File: src/rtl/garage_pkg.sv
// rtl/garage_pkg.sv - lane state types and fee/BCD helpers for the garage lane controller
package garage_pkg;

  typedef enum logic [2:0] {
    E_IDLE,
    E_PRINT,
    E_WAIT_TAKE,
    E_GATE_OPEN,
    E_OOS
  } entry_state_t;

  typedef enum logic [2:0] {
    X_IDLE,
    X_READ,
    X_WAIT_PAY,
    X_GATE_OPEN,
    X_ERROR
  } exit_state_t;

  localparam int BCD_W = 8;

  // Free within the grace period, otherwise every started hour costs rate units, capped at fee_max.
  function automatic logic [7:0] fee_calc(input logic [31:0] minutes, input int grace,
                                          input int rate, input int fee_max);
    logic [39:0] hours;
    logic [47:0] fee;
    logic [7:0]  result;
    hours = (40'(minutes) + 40'd59) / 40'd60;
    fee   = 48'(hours) * 48'(rate);
    if (minutes <= 32'(grace)) begin
      result = 8'd0;
    end else if (fee > 48'(fee_max)) begin
      result = 8'(fee_max);
    end else begin
      result = fee[7:0];
    end
    return result;
  endfunction

  function automatic logic [BCD_W-1:0] to_bcd2(input logic [7:0] value);
    logic [7:0] v;
    v = (value > 8'd99) ? 8'd99 : value;
    return {4'(v / 8'd10), 4'(v % 8'd10)};
  endfunction

endpackage

File: src/rtl/garage_lane_timer.sv
// rtl/garage_lane_timer.sv - per-lane cycle counter with a derived whole-second index
module garage_lane_timer #(
  parameter int CLK_PER_SEC = 100_000_000
) (
  input  logic        i_clk,
  input  logic        i_reset,
  input  logic        i_clear,
  output logic [31:0] o_cycles,
  output logic [7:0]  o_sec
);

  logic [31:0] r_cycles;
  logic [31:0] r_sub;
  logic [7:0]  r_sec;

  always_ff @(posedge i_clk or posedge i_reset) begin
    if (i_reset) begin
      r_cycles <= '0;
      r_sub    <= '0;
      r_sec    <= '0;
    end else if (i_clear) begin
      r_cycles <= '0;
      r_sub    <= '0;
      r_sec    <= '0;
    end else begin
      if (r_cycles != '1) r_cycles <= r_cycles + 32'd1;
      if (r_sub == 32'(CLK_PER_SEC - 1)) begin
        r_sub <= '0;
        if (r_sec != '1) r_sec <= r_sec + 8'd1;
      end else begin
        r_sub <= r_sub + 32'd1;
      end
    end
  end

  assign o_cycles = r_cycles;
  assign o_sec    = r_sec;

endmodule

File: src/rtl/garage_lane_ctrl.sv
// rtl/garage_lane_ctrl.sv - concurrent entry/exit lane FSMs with occupancy, fee and credit tracking
import garage_pkg::*;

module garage_lane_ctrl #(
  parameter int CAPACITY      = 64,
  parameter int DWIDTH        = 16,
  parameter int CLK_PER_SEC   = 100_000_000,
  parameter int TIMEOUT_SEC   = 5,
  parameter int RATE_PER_HOUR = 2,
  parameter int GRACE_MIN     = 15,
  parameter int FEE_MAX       = 99
) (
  input  logic                          i_clk,
  input  logic                          i_reset,
  input  logic                          i_entry_sensor,
  input  logic                          i_exit_sensor,
  input  logic                          i_request_btn,
  input  logic                          i_ticket_removed,
  input  logic                          i_ticket_inserted,
  input  logic                          i_ticket_ok,
  input  logic                          i_paper_empty,
  input  logic                          i_bill_2,
  input  logic                          i_bill_4,
  input  logic                          i_attendant_clr,
  input  logic [DWIDTH-1:0]             i_parking_time_min,
  output logic                          o_printer_cmd,
  output logic                          o_take_ticket_lamp,
  output logic                          o_out_of_service_lamp,
  output logic                          o_full_lamp,
  output logic                          o_entry_gate,
  output logic                          o_exit_gate,
  output logic [BCD_W-1:0]              o_fee_display,
  output logic                          o_thank_you_lamp,
  output logic                          o_see_attendant_lamp,
  output logic [$clog2(CAPACITY+1)-1:0] o_occupancy
);

  localparam int                OCC_W        = $clog2(CAPACITY + 1);
  localparam logic [OCC_W-1:0]  OCC_MAX      = OCC_W'(CAPACITY);
  localparam logic [31:0]       TIMEOUT_LAST = 32'(TIMEOUT_SEC * CLK_PER_SEC - 1);

  entry_state_t     r_e_state, w_e_nxt;
  exit_state_t      r_x_state, w_x_nxt;
  logic [31:0]      w_e_cycles, w_unused_x_cycles;
  logic [7:0]       w_x_sec, w_unused_e_sec;
  logic             w_e_clr, w_x_clr;
  logic [OCC_W-1:0] r_occ;
  logic             w_inc, w_dec;

  logic             r_printer_cmd, r_take_lamp, r_oos_lamp, r_entry_gate;
  logic             r_exit_gate, r_attendant_lamp;
  logic [BCD_W-1:0] r_fee_disp;
  logic [7:0]       r_fee, r_credit;
  logic [7:0]       w_fee_calc, w_fee_nxt, w_credit_add, w_credit_nxt, w_remain;
  logic [8:0]       w_credit_sum;

  assign w_e_clr = (w_e_nxt != r_e_state);
  assign w_x_clr = (w_x_nxt != r_x_state);

  garage_lane_timer #(.CLK_PER_SEC(CLK_PER_SEC)) u_entry_timer (
    .i_clk    (i_clk),
    .i_reset  (i_reset),
    .i_clear  (w_e_clr),
    .o_cycles (w_e_cycles),
    .o_sec    (w_unused_e_sec)
  );

  garage_lane_timer #(.CLK_PER_SEC(CLK_PER_SEC)) u_exit_timer (
    .i_clk    (i_clk),
    .i_reset  (i_reset),
    .i_clear  (w_x_clr),
    .o_cycles (w_unused_x_cycles),
    .o_sec    (w_x_sec)
  );

  // Entry lane; the timeout fires on the last cycle so the lamp is lit for exactly the allowed time.
  always_comb begin
    w_e_nxt = r_e_state;
    case (r_e_state)
      E_IDLE: begin
        if (i_paper_empty) w_e_nxt = E_OOS;
        else if (i_entry_sensor && i_request_btn && (r_occ < OCC_MAX)) w_e_nxt = E_PRINT;
      end
      E_PRINT:     w_e_nxt = E_WAIT_TAKE;
      E_WAIT_TAKE: begin
        if (i_ticket_removed) w_e_nxt = E_GATE_OPEN;
        else if (w_e_cycles == TIMEOUT_LAST) w_e_nxt = E_IDLE;
      end
      E_GATE_OPEN: if (!i_entry_sensor) w_e_nxt = E_IDLE;
      E_OOS:       if (!i_paper_empty) w_e_nxt = E_IDLE;
      default:     w_e_nxt = E_IDLE;
    endcase
  end

  always_ff @(posedge i_clk or posedge i_reset) begin
    if (i_reset) begin
      r_e_state     <= E_IDLE;
      r_printer_cmd <= 1'b0;
      r_take_lamp   <= 1'b0;
      r_oos_lamp    <= 1'b0;
      r_entry_gate  <= 1'b0;
    end else begin
      r_e_state     <= w_e_nxt;
      r_printer_cmd <= (w_e_nxt == E_PRINT);
      r_take_lamp   <= (w_e_nxt == E_WAIT_TAKE);
      r_oos_lamp    <= (w_e_nxt == E_OOS);
      r_entry_gate  <= (w_e_nxt == E_GATE_OPEN);
    end
  end

  assign w_fee_calc   = fee_calc(32'(i_parking_time_min), GRACE_MIN, RATE_PER_HOUR, FEE_MAX);
  assign w_credit_sum = {1'b0, r_credit} + (i_bill_2 ? 9'd2 : 9'd0) + (i_bill_4 ? 9'd4 : 9'd0);
  assign w_credit_add = w_credit_sum[8] ? 8'hFF : w_credit_sum[7:0];
  assign w_fee_nxt    = (r_x_state == X_READ && i_ticket_ok) ? w_fee_calc : r_fee;
  assign w_credit_nxt = (r_x_state == X_WAIT_PAY) ? w_credit_add : r_credit;
  assign w_remain     = (w_fee_nxt > w_credit_nxt) ? (w_fee_nxt - w_credit_nxt) : 8'd0;

  always_comb begin
    w_x_nxt = r_x_state;
    case (r_x_state)
      X_IDLE: if (i_exit_sensor && i_ticket_inserted && (r_occ != '0)) w_x_nxt = X_READ;
      X_READ: begin
        if (!i_ticket_ok) w_x_nxt = X_ERROR;
        else if (w_fee_calc == 8'd0) w_x_nxt = X_GATE_OPEN;
        else w_x_nxt = X_WAIT_PAY;
      end
      X_WAIT_PAY: begin
        if (!i_exit_sensor) w_x_nxt = X_IDLE;
        else if (r_credit >= r_fee) w_x_nxt = X_GATE_OPEN;
      end
      X_GATE_OPEN: if (!i_exit_sensor) w_x_nxt = X_IDLE;
      X_ERROR:     if (i_attendant_clr) w_x_nxt = X_IDLE;
      default:     w_x_nxt = X_IDLE;
    endcase
  end

  always_ff @(posedge i_clk or posedge i_reset) begin
    if (i_reset) begin
      r_x_state        <= X_IDLE;
      r_fee            <= '0;
      r_credit         <= '0;
      r_fee_disp       <= '0;
      r_exit_gate      <= 1'b0;
      r_attendant_lamp <= 1'b0;
    end else begin
      r_x_state <= w_x_nxt;
      if (w_x_nxt == X_IDLE) begin
        r_fee    <= '0;
        r_credit <= '0;
      end else begin
        r_fee    <= w_fee_nxt;
        r_credit <= w_credit_nxt;
      end
      r_fee_disp       <= (w_x_nxt == X_WAIT_PAY) ? to_bcd2(w_remain) : '0;
      r_exit_gate      <= (w_x_nxt == X_GATE_OPEN);
      r_attendant_lamp <= (w_x_nxt == X_ERROR);
    end
  end

  // A car passing each gate in the same cycle cancels out.
  assign w_inc = (r_e_state == E_GATE_OPEN) && !i_entry_sensor;
  assign w_dec = (r_x_state == X_GATE_OPEN) && !i_exit_sensor;

  always_ff @(posedge i_clk or posedge i_reset) begin
    if (i_reset) begin
      r_occ <= '0;
    end else begin
      case ({w_inc, w_dec})
        2'b10:   if (r_occ != OCC_MAX) r_occ <= r_occ + 1'b1;
        2'b01:   if (r_occ != '0) r_occ <= r_occ - 1'b1;
        default: r_occ <= r_occ;
      endcase
    end
  end

  assign o_printer_cmd         = r_printer_cmd;
  assign o_take_ticket_lamp    = r_take_lamp;
  assign o_out_of_service_lamp = r_oos_lamp;
  assign o_entry_gate          = r_entry_gate;
  assign o_exit_gate           = r_exit_gate;
  assign o_see_attendant_lamp  = r_attendant_lamp;
  assign o_fee_display         = r_fee_disp;
  assign o_occupancy           = r_occ;
  assign o_full_lamp           = (r_occ == OCC_MAX);
  assign o_thank_you_lamp      = (r_x_state == X_GATE_OPEN) && (w_x_sec == 8'd0 || w_x_sec == 8'd2);

endmodule

File: config.mk
export PLATFORM = sky130hd
export DESIGN_NAME = garage_lane_ctrl
export DESIGN_NICKNAME = d
export VERILOG_FILES = /design/src/rtl/garage_pkg.sv /design/src/rtl/garage_lane_timer.sv /design/src/rtl/garage_lane_ctrl.sv
export SDC_FILE = /design/constraint.sdc
export NUM_CORES = 1
export LEC_CHECK = 0
export CAP_MARGIN = 20
export CORE_UTILIZATION = 45
export DETAILED_ROUTE_END_ITERATION = 8
export GPL_TIMING_DRIVEN = 0
export HOLD_SLACK_MARGIN = 0.1
export PLACE_DENSITY = 0.62
export SLEW_MARGIN = 40
export SYNTH_ARGS = -nofsm -noshare
export SYNTH_HDL_FRONTEND = slang
export SYNTH_SLANG_ARGS = --single-unit
File: constraint.sdc
create_clock -name i_clk -period 15.8 [get_ports i_clk]
set_input_delay 4.74 -clock i_clk [delete_from_list [all_inputs] [get_ports i_clk]]
set_output_delay 4.74 -clock i_clk [all_outputs]
set_load 0.03 [all_outputs]
======== Word level (Yosys, flattened, before mapping) ========
Cells that the tools add are included.
storage, ports and cells
  RAM bits ................................ 0
  bits in registers ....................... 115
  bits in latches ......................... 0
  logic and storage cells ................. 121
  output and inout bits ................... 23
  memory bits (read-only) ................. 0
  memories kept ........................... 0
  input bits .............................. 28
cells by class
  $lt $le $gt $ge ......................... 6
  add/sub/neg operators ................... 9
  muxes and demuxes ....................... 37
  reductions and logical operators ........ 23
  divide/modulo/power cells ............... 3
  shift operators ......................... 0
  equality and inequality tests ........... 28
  bitwise operators ....................... 0
  multiply operators ...................... 0
operators with widths
  kind                   number
  $mux 32                4
  $mux 8                 13
  $add 32x1->32 const B  2
  $gt 41x7->1 const B    1
  $div 40x6->40 const B  1
  $mux 3                 13
  $eq 32x27->1 const B   1
  $eq 32x29->1 const B   1
  $ne 32x32->1 const B   1
  $pmux 3 s5             2
  $eq 3x2->1 const B     8
  $add 16x6->17 const B  1
  $le 16x4->1 const B    1
  $logic_not 8->1        2
  $mux 7                 2
  $pmux 7 s2             1
  $eq 3x3->1 const B     4
  $add 8x2->9            1
  $add 9x3->9            1
  $eq 3x1->1 const B     3
  $logic_not 3->1        3
  $add 8x1->8 const B    1
  $div 8x4->8 const B    1
  $eq 8x2->1 const B     1
  other kinds (24)       37

======== Depth between registers and ports, before layout ========
  depth in word-level cells ............... 12
  depth in mapped cells ................... 45
  mapped depth without buffers ............ 43

======== By module ========
Synthesis repeated with hierarchy kept, for this count alone.
unflattened totals
  cell total of the unflattened synthesis .. 1,493
  area total of the unflattened synthesis .. 13,227.7 sq um
modules (own cells, without submodules)
  module             cells each  instances  area an instance (sq um)
  garage_lane_timer  418         2          3,976.3
  garage_lane_ctrl   657         1          5,275.1

======== Worst setup path after synthesis ========
OpenSTA, ideal clock, no wires.
  path type ............................... input to register
  start point ............................. in i_parking_time_min[9]
  end point ............................... reg r_fee_disp[2], in the netlist o_fee_display[2]
  path buffers ............................ 3
  arrival ................................. 13,467 ps
  cell stages on the path ................. 42
  path slack .............................. 2,245 ps
  cell sequence ........................... buf_2 > nand4_1 > or3_1 > o211ai_1 > buf_4 > o21ai_1 > a21oi_1 > o221ai_2 > a2111oi_4 > nor3_1 > o311ai_2 > o311ai_2 > mux2_4 > a211oi_2 > or3_4 > mux2_2 > mux2i_1 > o2111ai_1 > [6 not listed] > o21ai_0 > a21boi_0 > o21ai_0 > nand2b_1 > a21o_1 > a21oi_1 > xnor2_1 > o21ai_1 > nand3_1 > clkbuf_1 > maj3_1 > nor2_1 > a31oi_1 > xnor2_1 > xnor2_1 > a221oi_1 > mux2_2 > nor3_1
on the way
  word-level cells in the longest chain between the ends .. 12
RTL lines
  element                                           RTL line                 source
  start: declaration                                garage_lane_ctrl.sv:25   input logic [DWIDTH-1:0] i_parking_time_min,
  $add 16x6->17                                     garage_pkg.sv:28         hours = (40'(minutes) + 40'd59) / 40'd60;
  $div 40x6->40                                     garage_pkg.sv:28
  $gt 41x7->1                                       garage_pkg.sv:32         end else if (fee > 48'(fee_max)) begin
  $mux 8                                            garage_pkg.sv:32
  $mux 8 (*)                                        garage_pkg.sv:30         if (minutes <= 32'(grace)) begin
  $mux 8                                            garage_lane_ctrl.sv:114  assign w_fee_nxt = (r_x_state == X_READ && i_ticket_ok) ? w_fee_calc : r_fee;
  $sub 8x8->8 / $gt 8x8->1 (equally long branches)  garage_lane_ctrl.sv:116  assign w_remain = (w_fee_nxt > w_credit_nxt) ? (w_fee_nxt - w_credit_nxt) : 8'd0;
  $mux 8                                            garage_lane_ctrl.sv:116
  $gt 8x7->1                                        garage_pkg.sv:42         v = (value > 8'd99) ? 8'd99 : value;
  $mux 8                                            garage_pkg.sv:42
  $mod 8x4->8                                       garage_pkg.sv:43         return {4'(v / 8'd10), 4'(v % 8'd10)};
  $mux 8 (*)                                        garage_lane_ctrl.sv:154  r_fee_disp <= (w_x_nxt == X_WAIT_PAY) ? to_bcd2(w_remain) : '0;
  end signal: assignment                            garage_lane_ctrl.sv:154
  end: declaration                                  garage_lane_ctrl.sv:52   logic [BCD_W-1:0] r_fee_disp;
Every way passes the cells marked *; elsewhere a longest branch is shown, timed or not.
A chain may end at the register's enable or synchronous reset.

======== Worst setup path after layout ========
  start point ............................. in i_parking_time_min[11]
  end point ............................... reg r_fee_disp[2], in the netlist o_fee_display[2]
The elaborated chain is that of the path after synthesis.

==> summary.md <==
| Metric | Value |
|---|---|
| Mean cell area of the mapped netlist | 8.63 um^2 |
| Final critical-path share of the clock period | 0.928 |
| Level count of the clock H-tree | 4 |
| Top-level port count | a little over 50 |
| Max-cap violations | 0 |
| Post-synthesis to final-layout area growth | 16.7% |
| Power, Total | roughly 0.0016 W |
| Run status | complete, no violations |
| Maximum root-to-sink buffer count | 2 |
| RSZ-0062 raised after global routing | no |
| Average via count per standard cell | around 5.6 |
| Number of sinks on the clock net | about 120 |
| Worst slack on hold paths | 481 ps |
| Number of buffers inserted to repair setup after CTS | 0 |
| Height of the die | between 100 and 150 um |
| FF-to-FF Start | r_x_state[0] |
| Critical path origin | i_parking_time_min[11] |
| Vias in the first global route | roughly 7,000 |
| Summed negative setup slack over all endpoints | 0 ps |
| Site Rows | around 50 |
| Final routed wirelength across all metal layers | 18,900 um |
| Net count reported at finish | 1,104 |
| First-pass GRT wire length | 33,500 um |
| Pwr dens | ~160 mW/mm^2 |
| Finished Cell Area | a little under 0.01 mm^2 |
| Area of the core region | between 0.015 and 0.02 mm^2 |
| Starting Density | 0.464 |
| Synthesized instance count | between 900 and 1,000 |
| Layout cell share with drive strength beyond 1 | 0.0947 |
| Worst relative slew slack | 0.503 |
| Crit path DAT | ~15,000 ps |
| Final hold vios | 0 |
| Leakage power | 4.04 nW |
| Inserted Clock Buffers | 17 |
| Worst supply voltage drop on vdd | 0.249 mV |
| Area after DPL | about 0.0092 mm^2 |
| Clock-pin slew on the worst setup and hold paths | 50 ps |
| Type of the tightest min-delay check | reg2reg |
| Primary flip-flop cell chosen by synthesis mapping | dfrtp_1 |
| Worst Path Required | roughly 16,000 ps |
| DP HPWL | about 14,000 um |
| Setup crit start kind | input port |
| Clock tree skew after final layout | 10.8 ps |
| Count of buffers inserted at the top-level ports | 47 |
| Routed Antenna Nets | 0 |
| Inserted Diodes | 0 |
| Number of antenna violations at the first check in global routing | 0 |
| Async set-reset flop share out of synthesis | 1.00 |
| DIE WIDTH | about 140 um |
| Distinct cell type count of the synthesized netlist | 95 |
| Proportion of synthesized chip area in sequential cells | 0.342 |
| Total congestion overflow after global routing | 0 |
| Total track usage | 0.211 |
| Type of element capturing the critical path | register |
| Clock period minus final worst setup slack | 14,670 ps |
| Library cell with the largest summed area after synthesis | dfrtp_1 |
| Post-CTS Hold Fix Bufs | 0 |
| Synthesized net count | around 1,000 |
| Die outline area | just under 0.02 mm^2 |
| Final setup violating endpoints | 0 |
| Critical path's slowest cell | clkdlybuf4s50_1 |
| Startpoint of the tightest hold check path | u_exit_timer.r_sub[0] |
| Proportion of netlist area held by the largest area contributor | 0.342 |
| Biggest area contributors in the synthesized netlist | dfrtp_1 34%, nor2_1 6.7%, xor2_1 5.9% |
| Stage delay of the slowest cell on the critical path | 640 ps |
| Clock tree root buffer cell | clkbuf_16 |
| Maximum net fanout on the critical path | 9 |
| Largest net degree at the start of global routing | between 70 and 80 |
| Warnings from Yosys | 0 |
| Clk Latency, worst-skew pair | just over 400 ps |
| Detailed router's first-iteration violation count | roughly 370 |
| Detail-routed net length per standard cell | approximately 15 um |
| First-pass DRT Iterations | 5 |
| Final-report max-slew violation count | 0 |
| Most common cell on crit path | a21oi_1 |
| TritonCTS clock tree | yes |
| Gp weighted congestion | around 0.9 |
| Number of register bits inferred by synthesis | 115 |
| Fmax | roughly 70 MHz |
| Vias after detailed routing | 7,212 |
| Number of enable flip-flop cells after synthesis | 0 |
| Critical path start-end classification | in2reg |
| Worst Tran Pin Value | between 700 and 800 ps |
| Remaining design rule violation count | 0 |
| Post-synthesis instance area | ~0.0084 mm^2 |
worst paths after layout:
check	slack [ps]	end	cells after the start
min reg2reg	480	u_exit_timer.r_sub[0]	1
min in group asynchronous	4720	u_entry_timer.o_cycles[14]	2
max reg2reg	9690	o_fee_display[2]	24
max in group asynchronous	10440	o_exit_gate	3
min	480	u_exit_timer.r_sub[0]	1
max	1130	o_fee_display[2]	41
stage by stage:
step                worst slack (ps)   util  cells
floorplan                       2240      -    976
global placement                 239  0.506   1252
detailed placement               260  0.508   1253
CTS                              622  0.539   1285
global route                    51.4  0.541   1285
finish                          1130  0.541   1285
cell families after synthesis:
group / after synthesis / share of synthesized area
adder cells (fa/ha/maj): 36 / 0.0553
XOR/XNOR: 106 / 0.111
AND/OR/NAND/NOR: 456 / 0.270
multiplexers: 15 / 0.0210
buffers and inverters: 59 / 0.0282
AO/OA/AOI/OAI: 189 / 0.172
flip-flops: 115 / 0.342
power by group:
part	switching (W)	total (W)	internal [W]
clock network	0.000140	0.000365	0.000225
registers	0.0000300	0.000358	0.000328
logic	0.000546	0.000894	0.000348
total	0.000716	0.00162	0.000901
metal layers:
metal	vias up	wire length, um	global-route usage
met2	130	8550	0.335
li1	3634	-	-
met3	24	744	0.0411
met1	3424	9350	0.292
met5	-	0	0
met4	0	279	0.0620
cell usage after synthesis, drive strengths merged (3+ instances only):
library cell	instances
maj3	3
clkbuf	12
nand3	46
and4	4
o21a	6
mux2	8
and2	14
and3	17
o311a	3
or4	6
nand4	27
nand2	74
a21o	16
nor3	40
mux2i	6
dfrtp	115
buf	6
fa	3
xor2	58
o211ai	10
nor3b	4
o311ai	5
o31a	3
nand2b	14
or3	9
nor4b	3
nor4	11
nor2	162
a21oi	34
o41ai	3
o21bai	4
a211oi	11
o31ai	7
nor2b	16
ha	30
or2	4
inv	41
a2111oi	4
a21boi	5
o21ai	41
o22ai	3
a31oi	5
xnor2	48
final cells by class:
cell class,instances,area [um^2]
fill,1703,8330
multi-input combinational,802,5350
sequential,115,2880
timing repair buffer,48,498
clock buffer,21,460
tap,229,287
inverter,41,161
clock inverter,11,104
buffer,18,85.1
worst max-delay path: cells and delay by family:
family | cells | cell delay [ps]
AO/OA/AOI/OAI | 20 | 4830
AND/OR/NAND/NOR | 9 | 1770
multiplexers | 5 | 1550
buffers and inverters | 3 | 910
adder cells (fa/ha/maj) | 2 | 750
XOR/XNOR | 2 | 430
placed cells by master, fill, tap and decap left out, types with 6 or more instances in the layout:
cell,instances
and2_1,13
nor2b_1,16
nor2_2,11
xor2_1,57
or3_1,7
nand2b_1,14
dfrtp_1,115
nand2_1,73
mux2i_1,6
nand3_1,45
a211oi_1,8
clkbuf_16,17
nand4_1,26
clkdlybuf4s50_1,47
nor4_1,11
nor2_1,151
ha_1,30
o21ai_1,8
o211ai_1,10
a21oi_1,32
and3_1,17
inv_1,40
or4_1,6
clkbuf_1,13
a21o_1,15
xnor2_1,47
o21ai_0,29
mux2_2,7
nor3_1,37
sequential cells by signal, indices dropped and copies added (netlist names), 3 cells and up:
register / cells
o_fee_display: 8
r_credit: 8
r_x_state: 3
u_exit_timer.o_sec: 8
r_fee: 8
r_e_state: 3
o_occupancy: 7
u_exit_timer.r_sub: 32
u_entry_timer.o_cycles: 32
timing repair:
item / CTS / global route
hold endpoints to repair: 0 / 0
gates resized for setup: 0 / 7
endpoints found under the setup margin: 0 / 4
Power figures use the tool's default switching activity.
